`src/rtl/pic8259a_pkg.sv`:
```
// Shared types, constants and rotate helpers for the 8259A interrupt acknowledge core.
package pic8259a_pkg;

  localparam int IRQ_COUNT   = 8;
  localparam int INDEX_WIDTH = 3;

  typedef enum logic [1:0] {
    ST_IDLE  = 2'd0,
    ST_ACK1  = 2'd1,
    ST_WAIT2 = 2'd2,
    ST_ACK2  = 2'd3
  } state_t;

  localparam logic EOI_NON_SPECIFIC = 1'b0;
  localparam logic EOI_SPECIFIC     = 1'b1;

  function automatic logic [7:0] rotate_right(input logic [7:0] value, input logic [2:0] amount);
    logic [15:0] doubled;
    doubled = {value, value} >> amount;
    return doubled[7:0];
  endfunction

  function automatic logic [7:0] rotate_left(input logic [7:0] value, input logic [2:0] amount);
    logic [15:0] doubled;
    doubled = {value, value} << amount;
    return doubled[15:8];
  endfunction

endpackage

```
`src/rtl/priority_resolver_8259a.sv`:
```
// Rotating priority encoder: the first set bit after i_lowest_priority (wrapping) wins.
module priority_resolver_8259a
  import pic8259a_pkg::*;
(
  input  logic [7:0] i_vector,
  input  logic [2:0] i_lowest_priority,
  output logic [7:0] o_one_hot,
  output logic [2:0] o_index,
  output logic       o_valid
);

  logic [2:0] w_shift;
  logic [7:0] w_rotated;
  logic [2:0] w_rot_index;

  // Rotate so the highest-priority level lands on bit 0, then find the lowest set bit.
  always_comb begin
    w_shift     = i_lowest_priority + 3'd1;
    w_rotated   = rotate_right(i_vector, w_shift);
    w_rot_index = 3'd0;
    for (int i = 7; i >= 0; i--) begin
      if (w_rotated[i]) w_rot_index = 3'(i);
    end
    o_valid   = |i_vector;
    o_index   = w_rot_index + w_shift;
    o_one_hot = o_valid ? (8'b1 << o_index) : 8'b0;
  end

endmodule

```
`src/rtl/interrupt_ack_sequencer_8259a.sv`:
```
// 8259A control core: priority arbitration against the ISR, INT generation,
// the two-pulse 8086 INTA sequence, ISR ownership, rotation and EOI handling.
module interrupt_ack_sequencer_8259a
  import pic8259a_pkg::*;
(
  input  logic       clock,
  input  logic       reset,
  input  logic [7:0] interrupt_request_register,
  input  logic [7:0] interrupt_mask,
  input  logic       interrupt_acknowledge_n,
  input  logic       auto_eoi_config,
  input  logic       rotate_on_auto_eoi,
  input  logic [4:0] vector_base,
  input  logic       eoi_strobe,
  input  logic       eoi_specific,
  input  logic       eoi_rotate,
  input  logic [2:0] eoi_level,
  output logic       interrupt_to_cpu,
  output logic       freeze,
  output logic [7:0] clear_interrupt_request,
  output logic [7:0] in_service_register,
  output logic [7:0] vector_out,
  output logic       vector_out_enable,
  output state_t     debug_state,
  output logic [2:0] debug_lowest_priority
);

  state_t     r_state, w_state_next;
  logic       r_inta_n_d;
  logic       r_int, w_int_next;
  logic       r_freeze, w_freeze_next;
  logic [7:0] r_clear, w_clear_next;
  logic [7:0] r_isr, w_isr_next;
  logic [7:0] r_vector, w_vector_next;
  logic       r_vec_en, w_vec_en_next;
  logic [2:0] r_level, w_level_next;
  logic       r_spurious, w_spurious_next;
  logic [2:0] r_lowest, w_lowest_next;

  logic [7:0] w_pending;
  logic [7:0] w_req_one_hot, w_isr_one_hot;
  logic [2:0] w_req_index, w_isr_index;
  logic       w_req_valid, w_isr_valid;
  logic [2:0] w_req_rank, w_isr_rank;
  logic       w_request_valid;
  logic       w_inta_fall, w_inta_rise;
  logic [7:0] w_isr_set, w_eoi_clear, w_aeoi_clear;
  logic       w_aeoi_rotate, w_eoi_did_clear;
  logic [2:0] w_eoi_cleared_level;

  assign w_pending = interrupt_request_register & ~interrupt_mask;

  priority_resolver_8259a u_request_resolver (
    .i_vector          (w_pending),
    .i_lowest_priority (r_lowest),
    .o_one_hot         (w_req_one_hot),
    .o_index           (w_req_index),
    .o_valid           (w_req_valid)
  );

  priority_resolver_8259a u_service_resolver (
    .i_vector          (r_isr),
    .i_lowest_priority (r_lowest),
    .o_one_hot         (w_isr_one_hot),
    .o_index           (w_isr_index),
    .o_valid           (w_isr_valid)
  );

  // Rank 0 is the highest priority under the current rotation.
  assign w_req_rank      = w_req_index - r_lowest - 3'd1;
  assign w_isr_rank      = w_isr_index - r_lowest - 3'd1;
  assign w_request_valid = w_req_valid && (!w_isr_valid || (w_req_rank < w_isr_rank));

  assign w_inta_fall = r_inta_n_d & ~interrupt_acknowledge_n;
  assign w_inta_rise = ~r_inta_n_d & interrupt_acknowledge_n;

  always_comb begin
    w_state_next    = r_state;
    w_int_next      = 1'b0;
    w_freeze_next   = r_freeze;
    w_clear_next    = 8'b0;
    w_vector_next   = r_vector;
    w_vec_en_next   = r_vec_en;
    w_level_next    = r_level;
    w_spurious_next = r_spurious;
    w_isr_set       = 8'b0;
    w_aeoi_clear    = 8'b0;
    w_aeoi_rotate   = 1'b0;
    unique case (r_state)
      ST_IDLE: begin
        w_int_next = w_request_valid;
        if (w_inta_fall) begin
          w_state_next  = ST_ACK1;
          w_freeze_next = 1'b1;
          w_int_next    = 1'b0;
          if (w_request_valid) begin
            w_level_next    = w_req_index;
            w_spurious_next = 1'b0;
            w_isr_set       = w_req_one_hot;
            w_clear_next    = w_req_one_hot;
          end else begin
            w_level_next    = 3'd7;
            w_spurious_next = 1'b1;
          end
        end
      end
      ST_ACK1: begin
        if (w_inta_rise) w_state_next = ST_WAIT2;
      end
      ST_WAIT2: begin
        if (w_inta_fall) begin
          w_state_next  = ST_ACK2;
          w_vector_next = {vector_base, r_level};
          w_vec_en_next = 1'b1;
        end
      end
      ST_ACK2: begin
        if (w_inta_rise) begin
          w_state_next  = ST_IDLE;
          w_vec_en_next = 1'b0;
          w_freeze_next = 1'b0;
          if (auto_eoi_config && !r_spurious) begin
            w_aeoi_clear  = 8'b1 << r_level;
            w_aeoi_rotate = rotate_on_auto_eoi;
          end
        end
      end
      default: w_state_next = ST_IDLE;
    endcase
  end

  // EOI commands act in every state; a specific EOI always names a level to rotate to.
  always_comb begin
    w_eoi_clear         = 8'b0;
    w_eoi_did_clear     = 1'b0;
    w_eoi_cleared_level = 3'd0;
    if (eoi_strobe) begin
      if (eoi_specific == EOI_SPECIFIC) begin
        w_eoi_clear         = 8'b1 << eoi_level;
        w_eoi_cleared_level = eoi_level;
        w_eoi_did_clear     = 1'b1;
      end else if (w_isr_valid) begin
        w_eoi_clear         = w_isr_one_hot;
        w_eoi_cleared_level = w_isr_index;
        w_eoi_did_clear     = 1'b1;
      end
    end
    w_isr_next = (r_isr & ~w_eoi_clear & ~w_aeoi_clear) | w_isr_set;
    if (eoi_strobe && eoi_rotate && w_eoi_did_clear) w_lowest_next = w_eoi_cleared_level;
    else if (w_aeoi_rotate)                          w_lowest_next = r_level;
    else                                             w_lowest_next = r_lowest;
  end

  always_ff @(posedge clock) begin
    if (reset) begin
      r_state    <= ST_IDLE;
      r_inta_n_d <= 1'b1;
      r_int      <= 1'b0;
      r_freeze   <= 1'b0;
      r_clear    <= 8'b0;
      r_isr      <= 8'b0;
      r_vector   <= 8'b0;
      r_vec_en   <= 1'b0;
      r_level    <= 3'd0;
      r_spurious <= 1'b0;
      r_lowest   <= 3'd7;
    end else begin
      r_state    <= w_state_next;
      r_inta_n_d <= interrupt_acknowledge_n;
      r_int      <= w_int_next;
      r_freeze   <= w_freeze_next;
      r_clear    <= w_clear_next;
      r_isr      <= w_isr_next;
      r_vector   <= w_vector_next;
      r_vec_en   <= w_vec_en_next;
      r_level    <= w_level_next;
      r_spurious <= w_spurious_next;
      r_lowest   <= w_lowest_next;
    end
  end

  assign interrupt_to_cpu        = r_int;
  assign freeze                  = r_freeze;
  assign clear_interrupt_request = r_clear;
  assign in_service_register     = r_isr;
  assign vector_out              = r_vector;
  assign vector_out_enable       = r_vec_en;
  assign debug_state             = r_state;
  assign debug_lowest_priority   = r_lowest;

endmodule

```
`config.mk`:
```
export PLATFORM = sky130hd
export DESIGN_NAME = interrupt_ack_sequencer_8259a
export DESIGN_NICKNAME = d
export VERILOG_FILES = /design/src/rtl/pic8259a_pkg.sv /design/src/rtl/priority_resolver_8259a.sv /design/src/rtl/interrupt_ack_sequencer_8259a.sv
export SDC_FILE = /design/constraint.sdc
export NUM_CORES = 1
export LEC_CHECK = 0
export CAP_MARGIN = 40
export CORE_MARGIN = 5
export CORE_UTILIZATION = 47
export DETAILED_ROUTE_END_ITERATION = 16
export PLACE_DENSITY = 0.77
export REMOVE_ABC_BUFFERS = 1
export SLEW_MARGIN = 20
export SYNTH_ARGS = -nofsm -noshare
export SYNTH_HDL_FRONTEND = slang
export SYNTH_SLANG_ARGS = --single-unit
```
`constraint.sdc`:
```
create_clock -name clock -period 5.3 [get_ports clock]
set_input_delay 0.53 -clock clock [delete_from_list [all_inputs] [get_ports clock]]
set_output_delay 0.53 -clock clock [all_outputs]
set_load 0.01 [all_outputs]
```
==> metrics, run 1 <==
HPWL after DPL=around 7000 µm; WP data required=approximately 5500 ps; first-pass GRT wire length=15700 µm; Yosys cell types=61; post-placement cell area=0.00397 mm²; Final Hold Fails=0; Synth area leaders=dfxtp_1 (24%), mux4_2 (8.0%), nand2_1 (4.7%); 1st-pass router iterations=4; Overflow after GRT=0; Syn Area/Cell=a little over 8 µm²; fmax=~190 MHz; Vias/cell=6.01; clock root buffer master=clkbuf_8; Post-DRT Antenna Nets=0; Die H=approximately 91 µm; commonest non-fill, non-tap cell in the layout=clkdlybuf4s50_1; Initial Util=0.485; Final Non-Filler Cells=550; YS warnings=0; Via Count=about 3300; HP Class=reg2reg; peak supply drop=between 0.4 and 0.5 mV; Top Ports=64; Layout area overhead=40.0%; Syn Std Cell Area=~0.0031 mm²; Clock Power Share=0.085; Power Density=between 700 and 800 mW/mm²; Worst Slack Setup Final=roughly 13 ps; status=completed; RSZ-0062 raised after global routing=true; die area=about 0.0083 mm²; worst hold slack=460 ps; Crit Path Max Fanout=4; final core utilization=0.679; P_leak=0.00169 µW; vias in the first global route=~3200; core area=0.00639 mm²; flops & latches, synth=37; # Max-Cap Violations=0; switching share of power=0.469; Slew Viols, Final=0; Period minus WS final=about 5300 ps; share of cells above drive strength 1=0.243; Die X=91.2 µm; register area share after synthesis=0.239; Max clock buf depth=2; # nets final=between 500 and 600; CTS tree=done; largest net degree at the start of global routing=21; initial antenna violation count=0; final wirelength=~9500 µm; htree depth=2; Design Area, Final=roughly 0.0043 mm²; most frequent cells in the layout=clkdlybuf4s50_1 (47), buf_4 (43), nand2_1 (36); initial detailed-routing violation count=~180; Clock Sinks=37; final setup vio count=0; number of synthesized flops with an enable pin=0; critical path arrival=5510 ps; Skew-Pair Late Insertion Delay=a little under 300 ps; Primary FF master, synth=dfxtp_1; ant diodes=0; NetSw=approximately 1600 µW; Post-Syn Instances=~380; Yosys top cell area share=0.239; DR DRC count=0; dpl ws=-537 ps; cts bufs inserted=5; P_int=about 1800 µW; wire per inst=~17 µm; clk slew on worst S/H paths=~80 ps; CP Class=reg2reg; CP Capture Type=flip-flop; post-synth top area cell=dfxtp_1; relative slew slack=0.458; GR Util All Layers=0.223; clock skew=~7.4 ps; PortBufs=63; logic gate share of total power=0.777; ys async rst share=0; Placement Rows=29; global placer's final weighted congestion=around 0.96; worst slew pin tran=approximately 800 ps; placed cells=roughly 530; sequential power share=0.137; Critical Path Start Type=flip-flop; crit share post-route=0.998
-- cell type report --
class	instances	area [µm²]
flip-flops and latches	37	743
multi-input cells	298	2320
fillers	518	2050
repair buffers	108	956
clock inverters	3	65.1
clock buffers	5	68.8
inverters	22	90.1
well taps	77	96.3
-- stage by stage --
| step | TNS (ps) | total power, µW |
|---|---|---|
| finish | 0 | 3380 |
| global route | -1740 | 3650 |
| CTS | 0 | 3270 |
| detailed placement | -7060 | 2750 |
| global placement | -3290 | 2670 |
| floorplan | -14430 | 1890 |
-- power by group through the flow --
| stage | Clock, µW | Combinational [µW] | Sequential, µW |
|---|---|---|---|
| final | 288 | 2630 | 465 |
| after detailed placement | 0 | 2290 | 464 |
| after floorplan | 0 | 1410 | 478 |
| after CTS | 293 | 2510 | 460 |
| after global placement | 0 | 2210 | 462 |
| after global routing | 307 | 2870 | 474 |
-- metal layers --
| metal | track usage | routed length, µm | up-vias |
|---|---|---|---|
| li1 | - | - | 1578 |
| met4 | 0.0648 | 179 | 0 |
| met2 | 0.375 | 4680 | 136 |
| met3 | 0.0380 | 648 | 19 |
| met5 | 0 | 0 | - |
| met1 | 0.293 | 4030 | 1572 |
-- critical path, cell delays in order (launching register included) --
cell	delay [ps]
dfxtp_2	340
ha_4	260
inv_6	70
mux4_2	520
mux2i_2	190
or4b_4	500
a31oi_4	180
o21a_1	160
ha_2	170
inv_2	40
fa_2	570
inv_2	50
fa_2	340
xnor2_2	220
xnor2_2	110
ha_2	200
a311o_1	290
a22oi_2	200
nand2_2	90
or4_4	420
nand3b_1	210
o21ai_1	90
-- Yosys cell counts, types with 5 or more instances --
cell       instances
clkbuf_1          13
dfxtp_1           37
mux2i_1           10
nand3_1           13
o21ai_0           16
buf_2              5
mux4_2            11
nor2_1            31
a21oi_1           27
nand2b_1          15
inv_1             20
nand4_1            9
nor2b_1           14
xnor2_1            5
o2111ai_1          6
nand2_1           39
ha_1              11
a31oi_1            5
-- state kept, by name (all words and copies together), names as in the netlist --
register,count
interrupt_to_cpu,1
debug_state,2
r_spurious,1
vector_out_enable,1
r_level,3
in_service_register,8
debug_lowest_priority,3
clear_interrupt_request,8
r_inta_n_d,1
freeze,1
vector_out,8
-- final timing paths --
check                           cells after the start  slack (ps)                                 to                             startpoint
worst max-delay path                               21          10  in_service_register[7]$_SDFF_PP0_  debug_lowest_priority[1]$_SDFFE_PP1P_
worst min-delay path                                2         460         vector_out[3]$_SDFFE_PP0P_             vector_out[3]$_SDFFE_PP0P_
worst max register to register                     21          10  in_service_register[7]$_SDFF_PP0_  debug_lowest_priority[1]$_SDFFE_PP1P_
worst min register to register                      2         460         vector_out[3]$_SDFFE_PP0P_             vector_out[3]$_SDFFE_PP0P_
-- cell families after synthesis --
group	Yosys count	synth area share
mux	24	0.124
simple gates	158	0.271
flops	37	0.239
buf+inv	46	0.0654
xor+xnor	8	0.0299
compound gates	92	0.197
fa+ha+maj	16	0.0735
-- what timing repair did --
action | 4_1_cts | 5_1_grt
buffers inserted | 12 | 1
hold buffers | 0 | 0
endpoints found under the setup margin | 15 | 16
gates resized for setup | 50 | 15
cloned | 0 | 0
pin swaps | 3 | 15
Power figures use the tool's default switching activity.
==> run 2, diff against run 1 <==
--- a/config.mk
+++ b/config.mk
@@ -9,6 +9,7 @@
 export CORE_MARGIN = 5
 export CORE_UTILIZATION = 47
 export DETAILED_ROUTE_END_ITERATION = 16
+export GPL_TIMING_DRIVEN = 1
 export PLACE_DENSITY = 0.77
 export REMOVE_ABC_BUFFERS = 1
 export SLEW_MARGIN = 20
==> results of run 2 <==
The final DEF is identical to that of run 1; final timing and power are the same.
